<file path="config.mk">
export PLATFORM = sky130hd
export DESIGN_NAME = regfile_alu_seq
export DESIGN_NICKNAME = d
export VERILOG_FILES = /design/src/rtl/regfile_alu_seq.sv
export SDC_FILE = /design/constraint.sdc
export NUM_CORES = 1
export LEC_CHECK = 0
export CAP_MARGIN = 20
export CORE_ASPECT_RATIO = 1.1
export CORE_MARGIN = 2
export CORE_UTILIZATION = 30
export CTS_BUF_LIST = sky130_fd_sc_hd__clkbuf_4 sky130_fd_sc_hd__clkbuf_8 sky130_fd_sc_hd__clkbuf_16
export DETAILED_ROUTE_END_ITERATION = 16
export SETUP_SLACK_MARGIN = 0.5
export SYNTH_ARGS = -nofsm -noshare
export SYNTH_HDL_FRONTEND = slang
export SYNTH_SLANG_ARGS = --single-unit
</file>
<file path="constraint.sdc">
create_clock -name clk -period 3.2 [get_ports clk]
set_clock_uncertainty 0.05 [all_clocks]
set_input_delay 0.48 -clock clk [delete_from_list [all_inputs] [get_ports clk]]
set_output_delay 0.48 -clock clk [all_outputs]
set_load 0.005 [all_outputs]
</file>
<file path="src/rtl/regfile_alu_seq.sv">
// Command sequencer plus 8-bit ALU for register8x16: fetches two operands,
// computes one result and writes it back through the single write port.
module regfile_alu_seq (
  input  logic       clk,
  input  logic       rst,
  input  logic       cmd_valid,
  output logic       cmd_ready,
  input  logic [2:0] cmd_op,
  input  logic [3:0] cmd_rd,
  input  logic [3:0] cmd_rs1,
  input  logic [3:0] cmd_rs2,
  input  logic [7:0] cmd_imm,
  output logic [3:0] raddr1,
  output logic [3:0] raddr2,
  input  logic [7:0] rdata1,
  input  logic [7:0] rdata2,
  output logic       we,
  output logic [3:0] waddr,
  output logic [7:0] wdata,
  output logic [7:0] result,
  output logic       flag_c,
  output logic       flag_z,
  output logic       done
);

  localparam int unsigned DW  = 8;
  localparam int unsigned AW  = 4;
  localparam int unsigned OPW = 3;

  localparam logic [OPW-1:0] OP_ADD = 3'd0;
  localparam logic [OPW-1:0] OP_SUB = 3'd1;
  localparam logic [OPW-1:0] OP_AND = 3'd2;
  localparam logic [OPW-1:0] OP_OR  = 3'd3;
  localparam logic [OPW-1:0] OP_XOR = 3'd4;
  localparam logic [OPW-1:0] OP_SHL = 3'd5;
  localparam logic [OPW-1:0] OP_SHR = 3'd6;
  localparam logic [OPW-1:0] OP_LDI = 3'd7;

  typedef enum logic [1:0] {
    ST_IDLE  = 2'd0,
    ST_READ  = 2'd1,
    ST_EXEC  = 2'd2,
    ST_WRITE = 2'd3
  } state_e;

  state_e          state_q;
  logic            read_wait_q;
  logic [OPW-1:0]  op_q;
  logic [AW-1:0]   rd_q;
  logic [DW-1:0]   imm_q;
  logic [DW-1:0]   opa_q;
  logic [DW-1:0]   opb_q;

  logic [DW-1:0]   alu_res_d;
  logic            alu_c_d;

  // ALU datapath; carry/borrow comes from bit 8 of a 9-bit intermediate
  always_comb begin
    alu_res_d = '0;
    alu_c_d   = 1'b0;
    unique case (op_q)
      OP_ADD: {alu_c_d, alu_res_d} = {1'b0, opa_q} + {1'b0, opb_q};
      OP_SUB: {alu_c_d, alu_res_d} = {1'b0, opa_q} - {1'b0, opb_q};
      OP_AND: alu_res_d = opa_q & opb_q;
      OP_OR:  alu_res_d = opa_q | opb_q;
      OP_XOR: alu_res_d = opa_q ^ opb_q;
      OP_SHL: begin
        alu_res_d = {opa_q[DW-2:0], 1'b0};
        alu_c_d   = opa_q[DW-1];
      end
      OP_SHR: begin
        alu_res_d = {1'b0, opa_q[DW-1:1]};
        alu_c_d   = opa_q[0];
      end
      OP_LDI: alu_res_d = imm_q;
    endcase
  end

  // Sequencer; READ spans two cycles so the register-file read path gets a
  // full cycle after the address registers update before operands are latched
  always_ff @(posedge clk or posedge rst) begin
    if (rst) begin
      state_q     <= ST_IDLE;
      read_wait_q <= 1'b0;
      op_q        <= '0;
      rd_q        <= '0;
      imm_q       <= '0;
      opa_q       <= '0;
      opb_q       <= '0;
      cmd_ready   <= 1'b1;
      raddr1      <= '0;
      raddr2      <= '0;
      we          <= 1'b0;
      waddr       <= '0;
      wdata       <= '0;
      result      <= '0;
      flag_c      <= 1'b0;
      flag_z      <= 1'b0;
      done        <= 1'b0;
    end else begin
      we   <= 1'b0;
      done <= 1'b0;
      unique case (state_q)
        ST_IDLE: begin
          if (cmd_valid && cmd_ready) begin
            op_q        <= cmd_op;
            rd_q        <= cmd_rd;
            imm_q       <= cmd_imm;
            raddr1      <= cmd_rs1;
            raddr2      <= cmd_rs2;
            cmd_ready   <= 1'b0;
            read_wait_q <= 1'b1;
            state_q     <= ST_READ;
          end
        end
        ST_READ: begin
          if (read_wait_q) begin
            read_wait_q <= 1'b0;
          end else begin
            opa_q   <= rdata1;
            opb_q   <= rdata2;
            state_q <= ST_EXEC;
          end
        end
        ST_EXEC: begin
          result  <= alu_res_d;
          flag_c  <= alu_c_d;
          flag_z  <= (alu_res_d == '0);
          wdata   <= alu_res_d;
          waddr   <= rd_q;
          we      <= 1'b1;
          done    <= 1'b1;
          state_q <= ST_WRITE;
        end
        ST_WRITE: begin
          cmd_ready <= 1'b1;
          state_q   <= ST_IDLE;
        end
        default: begin
          cmd_ready <= 1'b1;
          state_q   <= ST_IDLE;
        end
      endcase
    end
  end

endmodule
</file>
# Word-level counts from Yosys, hierarchy flattened
# Index checks and enable logic that the tools add are counted.
# totals
reg_bits	58
input_bits	42
out_inout_bits	33
wordCells	54
# classes
add_sub_neg	2
n_eq_ne	12
mux	10
bitwise_logic	4
reduce_logical	11
# op_table
op	count
case mux 8 bit (8 select lines)	1
equality test 3 bit (second input constant)	4
AND reduction 2 bit	5
adder 8 x 8 -> 9 bit	1
subtractor 8 x 8 -> 9 bit	1
bitwise AND 8 bit	1
logical NOT 8 bit	1
OR 8 bit	1
case mux 2 bit (4 select lines)	1
bitwise XOR 8 bit	1
equality test 3 x 2 -> 1 bit (second input constant)	2
equality test 2 bit (second input constant)	2
2-to-1 mux 2 bit	2
!= test 2 bit (second input constant)	2
case mux 1 bit (2 select lines)	2
case mux 1 bit (4 select lines)	1
nonzero test 2 bit	2
equality test 3 x 1 -> 1 bit (second input constant)	1
logical NOT 3 bit	1
2-to-1 mux 1 bit	3
equality test 2 x 1 -> 1 bit (second input constant)	1
logical NOT 2 bit	1
logical AND 1 bit	1
inverter 1 bit	1

# Logic depth before layout (Yosys ltp)
# depth
depth_word	3
mapped_depth	10
mapped_depth_nobuf	10

# Least setup slack after synthesis
# OpenSTA, ideal clock, no wires.
# synth_timing
path_kind	register to register
start	register opa_q[2]
end	register result[7]
setup_time_ps	65
arrival_ps	2296
required_ps	3085
setup_slack_ps	789
stages_incl_launch_ff	10
n_path_buf	1
synth_period_minus_slack_ps	2411
cell_sequence	dfrtp_1 inv_1 ha_1 buf_6 or3_1 a31o_1 a32o_1 nor3b_1 nor4_2 mux2_2
# synth_via
elab_chain_cells	2
word_cells_on_any_way	3
classes_between	add/sub (2); mux (1)
# synth_lines
item	line_no	rtl
start: declaration	51	logic [DW-1:0] opa_q;
start signal: assignment	120	opa_q <= rdata1;
subtractor 8 x 8 -> 9 bit or adder 8 x 8 -> 9 bit (tied branches)	63, 62	
case mux 8 bit (8 select lines) (*)	61	unique case (op_q)
end signal: assignment	126	result <= alu_res_d;
end: declaration	20	output logic [7:0] result,
# Mark *: on every way between the ends. The rest lies on a longest branch, timed or not.
# A chain may end at the register's enable or synchronous reset.

# Worst setup path after layout
# layout_timing
start	register opa_q[0]
end	register flag_z
# layout_via
elab_chain_cells	3
word_cells_on_any_way	7
classes_between	add/sub (2); mux (1); bitwise (3); reduce/logical (1)
# layout_lines
item	line_no	rtl
subtractor 8 x 8 -> 9 bit (tied with other cells)	63	OP_SUB: {alu_c_d, alu_res_d} = {1'b0, opa_q} - {1'b0, opb_q};
case mux 8 bit (8 select lines) (*)	61	
logical NOT 8 bit (*)	128	flag_z <= (alu_res_d == '0);
end signal: assignment	128	
end: declaration	22	output logic flag_z,
# Marked as above.

==> qor.yml <==
status: "finished clean"
worst-r2r-setup-slack_ns: 0.62
cts.clk_slew.worst_paths_ns: 0.05
p_sw_mw: 2.36
first_global_vias: 3119
place_congestion: 0.918
viasPerCell: 4.89
cts-hold-fix-buffers: 0
final_cells: 596
drtIter0Drc: 140
cts_tree: "done"
hold_class: "register to register"
crit_arrival_ns: 2.76
max-vdd-ir-drop_mv: 0.434
critPathMaxFanout: 3
start_kind: "register"
slew_viol_final: 0
power_frac_clock_pct: 16.5
io_pins: 75
areaGrowthSynthToFinish_pct: 32.2
rsz0062_at_grt: "false"
cts-root-buf: "clkbuf_16"
synth_warnings: 0
ys_ff_latch: 58
async_reset_ff_share_pct: 100
period_needed_ns: 2.58
hold_end: "flag_z$_DFFE_PP0P_"
holdPathStages: 2
min_from: "flag_z$_DFFE_PP0P_"
post-route-period-util_pct: 80.6
die_area_sq_um: 13400
cts.sinks: 58
num_antenna_cells: 0
multi_input_area_sq_um: 2060
p_leak_nw: 2.12
timing.fmax_mhz: 388
numCtsBuffers: 9
antenna_found_initial: 0
totalWireLength_mm: 9.51
cts_buffer_depth: 2
core_area_sq_um: 12100
report.final.setup_viol: 0
synthCells: 371
reg2reg_depth: 9
regArea_sq_um: 1460
grtUsageTotal_pct: 14.9
drc_errors: 0
p_seq_share_pct: 25.7
report.final.hold_viol_count: 0
drt-wirelength-per-cell_microns: 16.0
tightest_slew_ns: 0.781
powerDensity_nw_per_um2: 1190
fill_cells: 1207
routed-via-count: 2913
worstSkewPairLatency_ns: 0.34
fp.dieH_microns: 121
timing.rr.end: "flag_z$_DFFE_PP0P_"
syn_nets: 444
dr.pass1.iters: 4
critPathKind: "register to register"
p_sw_share_pct: 40.3
r2r-start: "opa_q[0]$_DFFE_PP0P_"
numPortBuffers: 74
required_ns: 3.38
grt_pass1_wl_mm: 15.7
fp-row-count: 42
ys_seq_area_share_pct: 38.9
end_kind: "register"
fin_setup_tns_ns: 0
ant_nets: 0
relSlewSlack_pct: 47.5
syn_area_sq_um: 3740
dp.cells: 579
p_int_mw: 3.50
h-tree-depth: 3
syn_avg_cell_area_sq_um: 10.1
die_w_microns: 110
dp_hpwl_mm: 7.05
grt_overflow_total: 0
synth_ff_type: "dfrtp_1"
start_util_pct: 30.9
final_nets: 511
grt_max_degree: 39
comb_power_share_pct: 57.8
drive_gt1_share_pct: 19.5
synth_cell_type_count: 60
cap_viol_max_count: 0
synth_edf_count: 0
final cells by class:
| cell class | count | area share (%) |
|---|---|---|
| multi-input combinational | 251 | 41.6 |
| sequential | 58 | 29.5 |
| timing repair buffer | 83 | 16.4 |
| clock buffer | 12 | 5.14 |
| tap | 154 | 3.90 |
| inverter | 35 | 2.66 |
| clock inverter | 3 | 0.811 |
how the worst max path moves through the flow:
stage,from,end,slack (ns),cells past startpoint
2_1_floorplan,opa_q[2]$_DFFE_PP0P_,result[7]$_DFFE_PP0P_,0.79,9
3_3_place_gp,opa_q[2]$_DFFE_PP0P_,result[7]$_DFFE_PP0P_,0.56,8
3_5_place_dp,opa_q[1]$_DFFE_PP0P_,result[7]$_DFFE_PP0P_,0.52,8
4_1_cts,opa_q[2]$_DFFE_PP0P_,result[7]$_DFFE_PP0P_,0.51,8
5_1_grt,opa_q[0]$_DFFE_PP0P_,flag_z$_DFFE_PP0P_,0.47,9
6_report,opa_q[0]$_DFFE_PP0P_,flag_z$_DFFE_PP0P_,0.62,9
metal layers:
layer / GRT usage [%] / vias to the layer above / part of all wire (%) / wire [microns]
met1: 18.7 / 1407 / 45 / 4280
met4: 7.27 / 0 / 2.1 / 202
met5: 0 / - / 0 / 0
li1: - / 1419 / - / -
met2: 24.2 / 73 / 47 / 4490
met3: 3.45 / 14 / 5.7 / 539
cell usage after synthesis (6+ instances only):
| library cell | instances | area, sq um |
|---|---|---|
| clkbuf_1 | 10 | 37.5 |
| buf_4 | 9 | 67.6 |
| mux2i_1 | 9 | 90.1 |
| nor2b_1 | 10 | 62.6 |
| inv_1 | 34 | 128 |
| dfrtp_1 | 57 | 1430 |
| a211oi_1 | 8 | 60.1 |
| ha_1 | 29 | 363 |
| nor2_1 | 21 | 78.8 |
| mux2_2 | 34 | 383 |
| o21ai_0 | 25 | 125 |
| a21oi_1 | 12 | 60.1 |
| mux4_2 | 6 | 135 |
| nand2_1 | 31 | 116 |
flip-flops by register name, indices dropped and copies added (netlist names), 4 cells and up:
register,count
raddr2,4
imm_q,8
result,8
opa_q,8
raddr1,4
waddr,4
opb_q,8
rd_q,4
power by group through the flow:
| stage | Combinational, mW | Clock, mW | Sequential [mW] |
|---|---|---|---|
| floorplan | 2.40 | 0 | 1.33 |
| global placement | 3.25 | 0 | 1.49 |
| CTS | 3.28 | 0.987 | 1.49 |
| global route | 3.78 | 1.01 | 1.57 |
| finish | 3.39 | 0.968 | 1.50 |
| detailed placement | 3.26 | 0 | 1.50 |
through the flow:
stage | hold slack (ns) | utilization, % | total power [mW] | area (sq um) | setup slack (ns)
after detailed placement | 0.436 | 37.8 | 4.77 | 4570 | 0.516
after floorplan | 0.418 | - | 3.74 | 3740 | 0.789
after CTS | 0.451 | 40.2 | 5.76 | 4860 | 0.514
after global placement | 0.433 | 37.8 | 4.74 | 4570 | 0.563
final | 0.441 | 40.9 | 5.86 | 4940 | 0.622
after global routing | 0.465 | 40.9 | 6.36 | 4940 | 0.473
cell families after synthesis:
family,synth area share (%)
adder cells (fa/ha/maj),10.8
flip-flops,38.9
AND/OR/NAND/NOR,11.6
AO/OA/AOI/OAI,13.8
XOR/XNOR,0.703
buffers and inverters,7.67
multiplexers,16.6
critical path, cell delays in order (launching register included):
cell	delay [ns]
dfrtp_1	0.43
inv_2	0.11
ha_4	0.14
inv_1	0.05
fa_1	0.43
mux4_2	0.47
mux2i_2	0.18
and3_1	0.18
o211ai_1	0.11
o41ai_2	0.32
timing repair:
action / 4_1_cts / 5_1_grt
buffers inserted: 0 / 2
endpoints found under the setup margin: 1 / 3
gates resized for setup: 1 / 15
pin swaps: 0 / 3
cloned: 0 / 0
layout by cell type (no fill, tap or decap), types with 3 or more instances in the layout:
cell type / Yosys / routed
nor2_1: 21 / 21
clkbuf_16: 0 / 9
or3_1: 4 / 4
a211oi_1: 8 / 6
nor2b_1: 10 / 9
dfrtp_1: 57 / 54
nand2_1: 31 / 31
buf_4: 9 / 9
mux2i_1: 9 / 8
dfrtp_2: 0 / 3
inv_1: 34 / 32
nand2b_1: 5 / 5
ha_2: 0 / 3
inv_2: 1 / 3
o21bai_1: 3 / 3
mux4_2: 6 / 6
o21ai_0: 25 / 25
a21oi_1: 12 / 11
clkdlybuf4s50_1: 0 / 74
mux2_2: 34 / 34
nor3_1: 5 / 5
a31oi_1: 5 / 5
ha_1: 29 / 24
No activity file was read; power rests on OpenSTA's default activity.
